==> src/rtl/td4_pkg.sv <==
// Shared definitions for the TD4 fetch stage: jump opcodes, FSM state type
// and the jump-decision helper.
package td4_pkg;

   localparam logic [3:0] OP_JMP = 4'b1111;
   localparam logic [3:0] OP_JNC = 4'b1110;
   localparam int         PC_W   = 4;
   localparam int         CNT_W  = 5;

   typedef enum logic {
      LOAD = 1'b0,
      RUN  = 1'b1
   } fetch_state_t;

   // True when the instruction redirects the program counter to imm.
   function automatic logic take_jump(input logic [3:0] opcode, input logic carry);
      return (opcode == OP_JMP) || ((opcode == OP_JNC) && !carry);
   endfunction

endpackage

==> src/rtl/td4_fetch_if.sv <==
// Host program-byte stream into the fetch unit.
// Handshake: a byte transfers on a rising edge where prog_valid and prog_ready are both 1.
// prog_last is only meaningful while prog_valid is 1.
interface td4_fetch_if;

   logic       prog_valid;
   logic [7:0] prog_data;
   logic       prog_last;
   logic       prog_ready;

   modport master (output prog_valid, prog_data, prog_last, input prog_ready);
   modport slave  (input prog_valid, prog_data, prog_last, output prog_ready);

endinterface

==> src/rtl/td4_prog_mem.sv <==
// 16x8 program memory: synchronous write, asynchronous read, optional async clear.
module td4_prog_mem #(
   parameter int MEM_WORDS      = 16,
   parameter bit CLEAR_ON_RESET = 1'b1
) (
   input  logic       clk,
   input  logic       reset,
   input  logic       we,
   input  logic [3:0] waddr,
   input  logic [7:0] wdata,
   input  logic [3:0] raddr,
   output logic [7:0] rdata
);

   logic [7:0] mem [MEM_WORDS];

   generate
      if (CLEAR_ON_RESET) begin : g_clear
         always_ff @(posedge clk or posedge reset) begin
            if (reset) begin
               for (int i = 0; i < MEM_WORDS; i++) begin
                  mem[i] <= 8'h00;
               end
            end else if (we) begin
               mem[waddr] <= wdata;
            end
         end
      end else begin : g_keep
         // Contents survive reset; only the fetch FSM is reinitialised.
         always_ff @(posedge clk) begin
            if (we) begin
               mem[waddr] <= wdata;
            end
         end
      end
   endgenerate

   assign rdata = mem[raddr];

endmodule

==> src/rtl/td4_fetch.sv <==
// TD4 fetch unit: loads a program from a host byte stream, then serves
// instructions at the current pc and decides jump loads for the counter.
module td4_fetch
   import td4_pkg::*;
#(
   parameter int MEM_WORDS      = 16,
   parameter bit CLEAR_ON_RESET = 1'b1
) (
   input  logic               clk,
   input  logic               reset,
   input  logic [PC_W-1:0]    pc,
   input  logic               carry,
   td4_fetch_if.slave         prog,
   input  logic               reload,
   output logic               run,
   output logic [7:0]         instr,
   output logic [3:0]         opcode,
   output logic [3:0]         imm,
   output logic               pc_ld_n,
   output logic [CNT_W-1:0]   load_cnt,
   output fetch_state_t       state
);

   fetch_state_t           state_q, state_d;
   logic [PC_W-1:0]        wr_ptr_q, wr_ptr_d;
   logic [CNT_W-1:0]       load_cnt_q, load_cnt_d;
   logic                   we;

   always_ff @(posedge clk or posedge reset) begin
      if (reset) begin
         state_q    <= LOAD;
         wr_ptr_q   <= '0;
         load_cnt_q <= '0;
      end else begin
         state_q    <= state_d;
         wr_ptr_q   <= wr_ptr_d;
         load_cnt_q <= load_cnt_d;
      end
   end

   always_comb begin
      state_d    = state_q;
      wr_ptr_d   = wr_ptr_q;
      load_cnt_d = load_cnt_q;
      we         = 1'b0;
      case (state_q)
         LOAD: begin
            // reload has priority over a byte offered in the same cycle
            if (reload) begin
               wr_ptr_d   = '0;
               load_cnt_d = '0;
            end else if (prog.prog_valid) begin
               we         = 1'b1;
               load_cnt_d = load_cnt_q + 5'd1;
               if (prog.prog_last || (wr_ptr_q == 4'd15)) begin
                  state_d  = RUN;
                  wr_ptr_d = '0;
               end else begin
                  wr_ptr_d = wr_ptr_q + 4'd1;
               end
            end
         end
         RUN: begin
            if (reload) begin
               state_d    = LOAD;
               wr_ptr_d   = '0;
               load_cnt_d = '0;
            end
         end
         default: state_d = LOAD;
      endcase
   end

   td4_prog_mem #(
      .MEM_WORDS      (MEM_WORDS),
      .CLEAR_ON_RESET (CLEAR_ON_RESET)
   ) u_mem (
      .clk   (clk),
      .reset (reset),
      .we    (we),
      .waddr (wr_ptr_q),
      .wdata (prog.prog_data),
      .raddr (pc),
      .rdata (instr)
   );

   assign opcode          = instr[7:4];
   assign imm             = instr[3:0];
   assign run             = (state_q == RUN);
   assign prog.prog_ready = (state_q == LOAD);
   assign pc_ld_n         = !(run && take_jump(opcode, carry));
   assign load_cnt        = load_cnt_q;
   assign state           = state_q;

endmodule

==> src/flat_wrapper.sv <==
// flat-port wrapper written by rule: the top's interface ports become plain ports
module td4_fetch_flat import td4_pkg::*;
#(
   parameter int MEM_WORDS      = 16,
   parameter bit CLEAR_ON_RESET = 1'b1
)
  (clk, reset, pc, carry, reload, run, instr, opcode, imm, pc_ld_n, load_cnt, state, prog_prog_valid, prog_prog_data, prog_prog_last, prog_prog_ready);
  td4_fetch_if prog_i ();
  input  logic clk;
  input  logic reset;
  input  logic [PC_W-1:0] pc;
  input  logic carry;
  input  logic reload;
  output logic run;
  output logic [7:0] instr;
  output logic [3:0] opcode;
  output logic [3:0] imm;
  output logic pc_ld_n;
  output logic [CNT_W-1:0] load_cnt;
  output fetch_state_t state;
  input wire logic [$bits(prog_i.prog_valid)-1:0] prog_prog_valid;
  input wire logic [$bits(prog_i.prog_data)-1:0] prog_prog_data;
  input wire logic [$bits(prog_i.prog_last)-1:0] prog_prog_last;
  output wire logic [$bits(prog_i.prog_ready)-1:0] prog_prog_ready;
  assign prog_i.prog_valid = prog_prog_valid;
  assign prog_i.prog_data = prog_prog_data;
  assign prog_i.prog_last = prog_prog_last;
  assign prog_prog_ready = prog_i.prog_ready;
  td4_fetch #(.MEM_WORDS(MEM_WORDS), .CLEAR_ON_RESET(CLEAR_ON_RESET)) u_core (.clk(clk), .reset(reset), .pc(pc), .carry(carry), .prog(prog_i), .reload(reload), .run(run), .instr(instr), .opcode(opcode), .imm(imm), .pc_ld_n(pc_ld_n), .load_cnt(load_cnt), .state(state));
endmodule
==> config.mk <==
export PLATFORM = sky130hd
export DESIGN_NAME = td4_fetch_flat
export DESIGN_NICKNAME = d
export VERILOG_FILES = /design/src/rtl/td4_pkg.sv /design/src/rtl/td4_fetch_if.sv /design/src/rtl/td4_prog_mem.sv /design/src/rtl/td4_fetch.sv /design/src/flat_wrapper.sv
export SDC_FILE = /design/constraint.sdc
export NUM_CORES = 1
export LEC_CHECK = 0
export ABC_AREA = 1
export CAP_MARGIN = 20
export CORE_ASPECT_RATIO = 0.8
export CORE_MARGIN = 3
export CORE_UTILIZATION = 60
export DETAILED_ROUTE_END_ITERATION = 12
export PLACE_DENSITY = 0.8
export SYNTH_ARGS = -nofsm -noshare
export SYNTH_HDL_FRONTEND = slang
export SYNTH_HIERARCHICAL = 1
export SYNTH_SLANG_ARGS = --single-unit
==> constraint.sdc <==
create_clock -name clk -period 5 [get_ports clk]
set_input_delay 1.25 -clock clk [delete_from_list [all_inputs] [get_ports clk]]
set_output_delay 1.25 -clock clk [all_outputs]
set_load 0.01 [all_outputs]
# Yosys cells after proc, flatten, opt, wreduce, memory -nomap -nowiden
# Cells that the tools add are included.
# word_totals
register_bits	138
inputBits	18
out_inout_bits	25
word_cells	63
# op_classes
n_addsub	2
n_lt_le_gt_ge	3
eq_ne	5
mux	23
bitwise_logic	3
n_reduce_logical	8
# ops
op	count
128-bit bitwise mux	1
8-bit binary-select mux with 4-bit select	1
8-bit demux with 4-bit select	1
8-bit 2-to-1 mux	3
4-bit 2-to-1 mux	4
5-bit 2-to-1 mux	3
4-bit equality test (second input constant)	3
5-bit greater-or-equal comparator (second input constant)	2
4-bit inverter with 5-bit output	2
5-bit case mux with 2 select lines	1
4-bit case mux with 2 select lines	1
1-bit 2-to-1 mux	7
5-bit by 1-bit adder with 5-bit output (second input constant)	1
5-bit by 1-bit < comparator with 1-bit output (second input constant)	1
4-bit by 1-bit adder with 4-bit output (second input constant)	1
1-bit logical AND	3
3-bit inequality test (second input constant)	1
1-bit logical NOT	2
1-bit logical OR	2
2-bit inequality test (second input constant)	1
1-bit case mux with 2 select lines	1
2-bit AND reduction	1
1-bit inverter	1

# Longest topological paths before layout
# depth
word_depth	9
depth_mapped	11
ltp_nobuf	9

# By module
# Netlist, hierarchy kept.
# modules_own_cells
mod	instances	cells_each	area_per_inst_um2	seq_area_each_um2
td4_prog_mem	1	843	6353.6	3203.1
td4_fetch	1	80	619.3	250.2

# Worst setup path after synthesis
# Ideal clock, no wire load.
# synth_path
kind	input -> output
from	in pc[1]
to	out pc_ld_n
t_arrival_ns	2.451
path_slack_ns	1.299
cell_stages	9
path_buffers	2
cell_sequence	clkbuf_1 -> inv_1 -> clkbuf_1 -> nand3_1 -> nand3_1 -> nand3_1 -> nand2_1 -> nand4_1 -> o21bai_1
# synth_via
elab_chain_cells	9
elab_cells_between_ends	10
# synth_rtl
item	line	source
from (decl)	flat_wrapper.sv:11	input logic [PC_W-1:0] pc;
4-bit inverter with 5-bit output (not written as such) *	td4_prog_mem.sv:38	assign rdata = mem[raddr];
8-bit binary-select mux with 4-bit select *	td4_prog_mem.sv:38	
8-bit 2-to-1 mux (not written as such) * (2 in series)	td4_prog_mem.sv:38	
net instr[6]	flat_wrapper.sv:15	output logic [7:0] instr;
4-bit equality test	td4_pkg.sv:17	return (opcode == OP_JMP) || ((opcode == OP_JNC) && !carry);
1-bit logical AND	td4_pkg.sv:17	
1-bit logical OR *	td4_pkg.sv:17	
1-bit logical AND *	td4_fetch.sv:91	assign pc_ld_n = !(run && take_jump(opcode, carry));
1-bit logical NOT *	td4_fetch.sv:91	
to (decl)	flat_wrapper.sv:18	output logic pc_ld_n;
# Mark *: on every way through the listed nets, which the timed path passes. The rest lies on a longest branch. The select of a mux whose other input is x is not followed.

# Worst setup path in the final report
# layout_path
from	in pc[2]
to	out pc_ld_n
# layout_via
elab_chain_cells	9
elab_cells_between_ends	10
# layout_rtl
item	line
4-bit inverter with 5-bit output (not written as such) *	td4_prog_mem.sv:38
8-bit binary-select mux with 4-bit select *	td4_prog_mem.sv:38
8-bit 2-to-1 mux (not written as such) * (2 in series)	td4_prog_mem.sv:38
4-bit equality test	td4_pkg.sv:17
1-bit logical AND	td4_pkg.sv:17
1-bit logical OR *	td4_pkg.sv:17
1-bit logical AND *	td4_fetch.sv:91
1-bit logical NOT *	td4_fetch.sv:91
# Every way passes the cells marked *; elsewhere a longest branch is shown, timed or not. The select of a mux whose other input is x is not followed.

==> run_results.csv <==
group,metric,value,unit
outcome,status,"complete, no violations",
placed_design,hpwl,11.47,mm
finish,fin_util,71.87,%
cts,cts_resized,0,
timing,fin_crit,4.609,ns
placed_design,placed_cells,1063,
drt,ant_nets,0,
finish,instances_no_fill,1095,
timing,fin_setup_tns,0,ns
global_route,grt_pass1_vias,5565,
cts,post_cts.repair.setup_buffers,0,
logic_synthesis,netlist_area,6973,um2
timing,worst_slew_pin_slew,0.7926,ns
setup_path,cp_top_family,"buffers and inverters",
setup_path,timing.rr.start,"u_core/run",
setup_path,cp_num_buf_inv,3,
pwr,p_leak,3.804,nW
hold_path,hp-class,"flop to flop",
drt,first_pass_iters,7,
setup_path,cp.depth,8,
floorplanning,start_util,62.80,%
pwr,p_per_area,345.3,nW/um2
timing,finalClockSkew,0.007598,ns
setup_path,r2r_end,"u_core/u_mem/mem[50]",
timing,slew-limit-headroom,47.16,%
timing,max_freq,217.0,MHz
setup_path,crit_type,"input pin to output pin",
logic_synthesis,synth_seq_cells,138,
logic_synthesis,yosysUniqueCellTypes,26,
timing,final-hold-violation-count,0,
setup_path,setup.worst_path.start,"pc[2]",
global_route,grt_antenna_before_repair,0,
setup_path,regToRegSetupSlack,2.75,ns
floorplanning,ios,43,
timing,rsz0062_at_grt,"no",
cts,clock_path_buffers,2,
cts,cts_tree,"yes",
floorplanning,die_y,102.4,um
placed_design,placed_area,7367,um2
drt,post-route-drc-count,0,
drt,drt-initial-drc-count,651,
finish,final_cell_mix,"nand2_1, inv_1, dfrtp_1, o21ai_0, nand3_1",
cts,cts-htree-levels,4,
drt,vias,6018,
cts,clk_latency,0.42,ns
cts,cts_made_buffers,17,
global_route,grt_pass1_wl,29.17,mm
setup_path,cp-start-kind,"input pin",
global_route,grt_max_degree,64,
floorplanning,coreArea,11100,um2
finish,fillCellCount,855,
timing,setup_viol,0,
finish,final_area,7980,um2
setup_path,crit_slowest_cell,"clkdlybuf4s50_1",
pwr,vdd_ir_drop_max,0.2651,mV
cts,cts-root-buf,"clkbuf_16",
job,maxCapViolCount,0,
setup_path,endpoint_kind,"output pin",
drt,via_per_inst,5.496,
setup_path,endpoint,"pc_ld_n",
finish,syn_to_final_growth,14.44,%
setup_path,path_cells,"clkdlybuf4s50_1 > inv_1 > nand3_1 > nand3_1 > nand2_1 > nand4_1 > o21bai_1 > clkdlybuf4s50_1",
setup_path,cpPeakStageDelay,0.55,ns
cts,cts_sinks,138,
logic_synthesis,yosysWarnings,6,
setup_path,cp_max_fo,16,
global_route,grt_overflow,0,
floorplanning,rows,34,
finish,antenna_cells,0,
cts,cts_hold_buf,0,
setup_path,required,3.75,ns
timing,slew_violations,0,
logic_synthesis,synthCells,923,
placed_design,gp_congestion,0.8712,
logic_synthesis,synth.net_count,943,
finish,final_common_cell,"nand2_1",
floorplanning,chipWidth,126.5,um
logic_synthesis,seq_area_frac_synth,49.52,%
logic_synthesis,avgSynthCellArea,7.555,um2
placed_design,port-buffer-count,42,
finish,drive_gt1_share,7.361,%
setup_path,reg2regPathDepth,6,
global_route,grt_use_total,29.03,%
timing,finalCritPeriodShare,92.19,%
floorplanning,dieArea,12960,um2
drt,wl,17.96,mm
setup_path,cp_data_arrival_time,3.36,ns
finish,layout.nets,958,
drt,wl_per_cell,16.40,um
cts,clkTransAtPathRegs,0.06,ns
-- state kept, by name, indices dropped and copies added, names as in the netlist --
register / count
u_core/run: 1
u_core/load_cnt: 5
u_core/wr_ptr_q: 4
u_core/u_mem/mem: 128
-- how the worst min path moves through the flow --
stage | startpoint | to | slack, ns | cells past startpoint
6_report | u_core/u_mem/mem[92] | u_core/u_mem/mem[92] | 0.48 | 2
5_1_grt | u_core/u_mem/mem[112] | u_core/u_mem/mem[112] | 0.51 | 2
4_1_cts | u_core/u_mem/mem[92] | u_core/u_mem/mem[92] | 0.48 | 2
3_5_place_dp | u_core/u_mem/mem[92] | u_core/u_mem/mem[92] | 0.47 | 2
3_3_place_gp | u_core/u_mem/mem[92] | u_core/u_mem/mem[92] | 0.46 | 2
2_1_floorplan | u_core/u_mem/mem[24] | u_core/u_mem/mem[24] | 0.45 | 2
-- synth_stat cells, drive strengths merged --
library cell / instances / area, um2
nand4: 3 / 25.02
nand3: 114 / 585.6
o21bai: 1 / 7.510
nor3: 2 / 32.53
xor2: 1 / 8.760
nand2: 298 / 1129
clkbuf: 22 / 82.58
a21oi: 3 / 15.01
o21ai: 136 / 680.7
inv: 144 / 540.5
dfrtp: 138 / 3453
or2: 5 / 31.28
nor2: 18 / 120.1
buf: 36 / 236.5
ha: 2 / 25.02
-- routing by layer --
| metal | track usage [%] | wire length (um) |
|---|---|---|
| met2 | 43.09 | 7996 |
| met1 | 41.09 | 7766 |
| met5 | 0 | 0 |
| met4 | 12.53 | 493 |
| met3 | 7.106 | 1704 |
-- final cells by class --
type	instances	area [um2]	share of cell area [%]
repair buffers	54	530.5	6.648
well taps	144	180.2	2.258
clock buffers	18	439.2	5.503
inverters	144	543.0	6.805
clock inverters	14	173.9	2.179
multi-input cells	583	2660	33.33
flip-flops and latches	138	3453	43.27
-- worst min-delay path: stages, from the launching register on --
cell	delay, ns
dfrtp_1	0.34
nand2_1	0.05
o21ai_0	0.06
-- power by group --
| group | internal, mW | total [mW] | switching, mW |
|---|---|---|---|
| Combinational | 0.103 | 0.277 | 0.173 |
| Sequential | 1.16 | 1.19 | 0.0264 |
| Clock | 0.798 | 1.29 | 0.495 |
| Total | 2.06 | 2.76 | 0.695 |
-- per-stage QoR --
| step | power [mW] | hold slack (ns) | setup WS (ns) |
|---|---|---|---|
| 5_1_grt | 2.858 | 0.5065 | 0.2535 |
| 3_5_place_dp | 1.477 | 0.4679 | 0.4404 |
| 4_1_cts | 2.764 | 0.4825 | 0.4281 |
| 6_report | 2.756 | 0.4791 | 0.3907 |
| 3_3_place_gp | 1.474 | 0.4622 | 0.4663 |
| 2_1_floorplan | 1.382 | 0.4451 | 0.3374 |
-- logic make-up after synthesis --
kind of cell,share of synthesized area [%]
AO/OA/AOI/OAI,10.08
XOR/XNOR,0.1256
adder cells (fa/ha/maj),0.3588
buffers and inverters,12.33
flip-flops,49.52
AND/OR/NAND/NOR,27.58
Note: power is estimated with default switching activity, not from simulation.
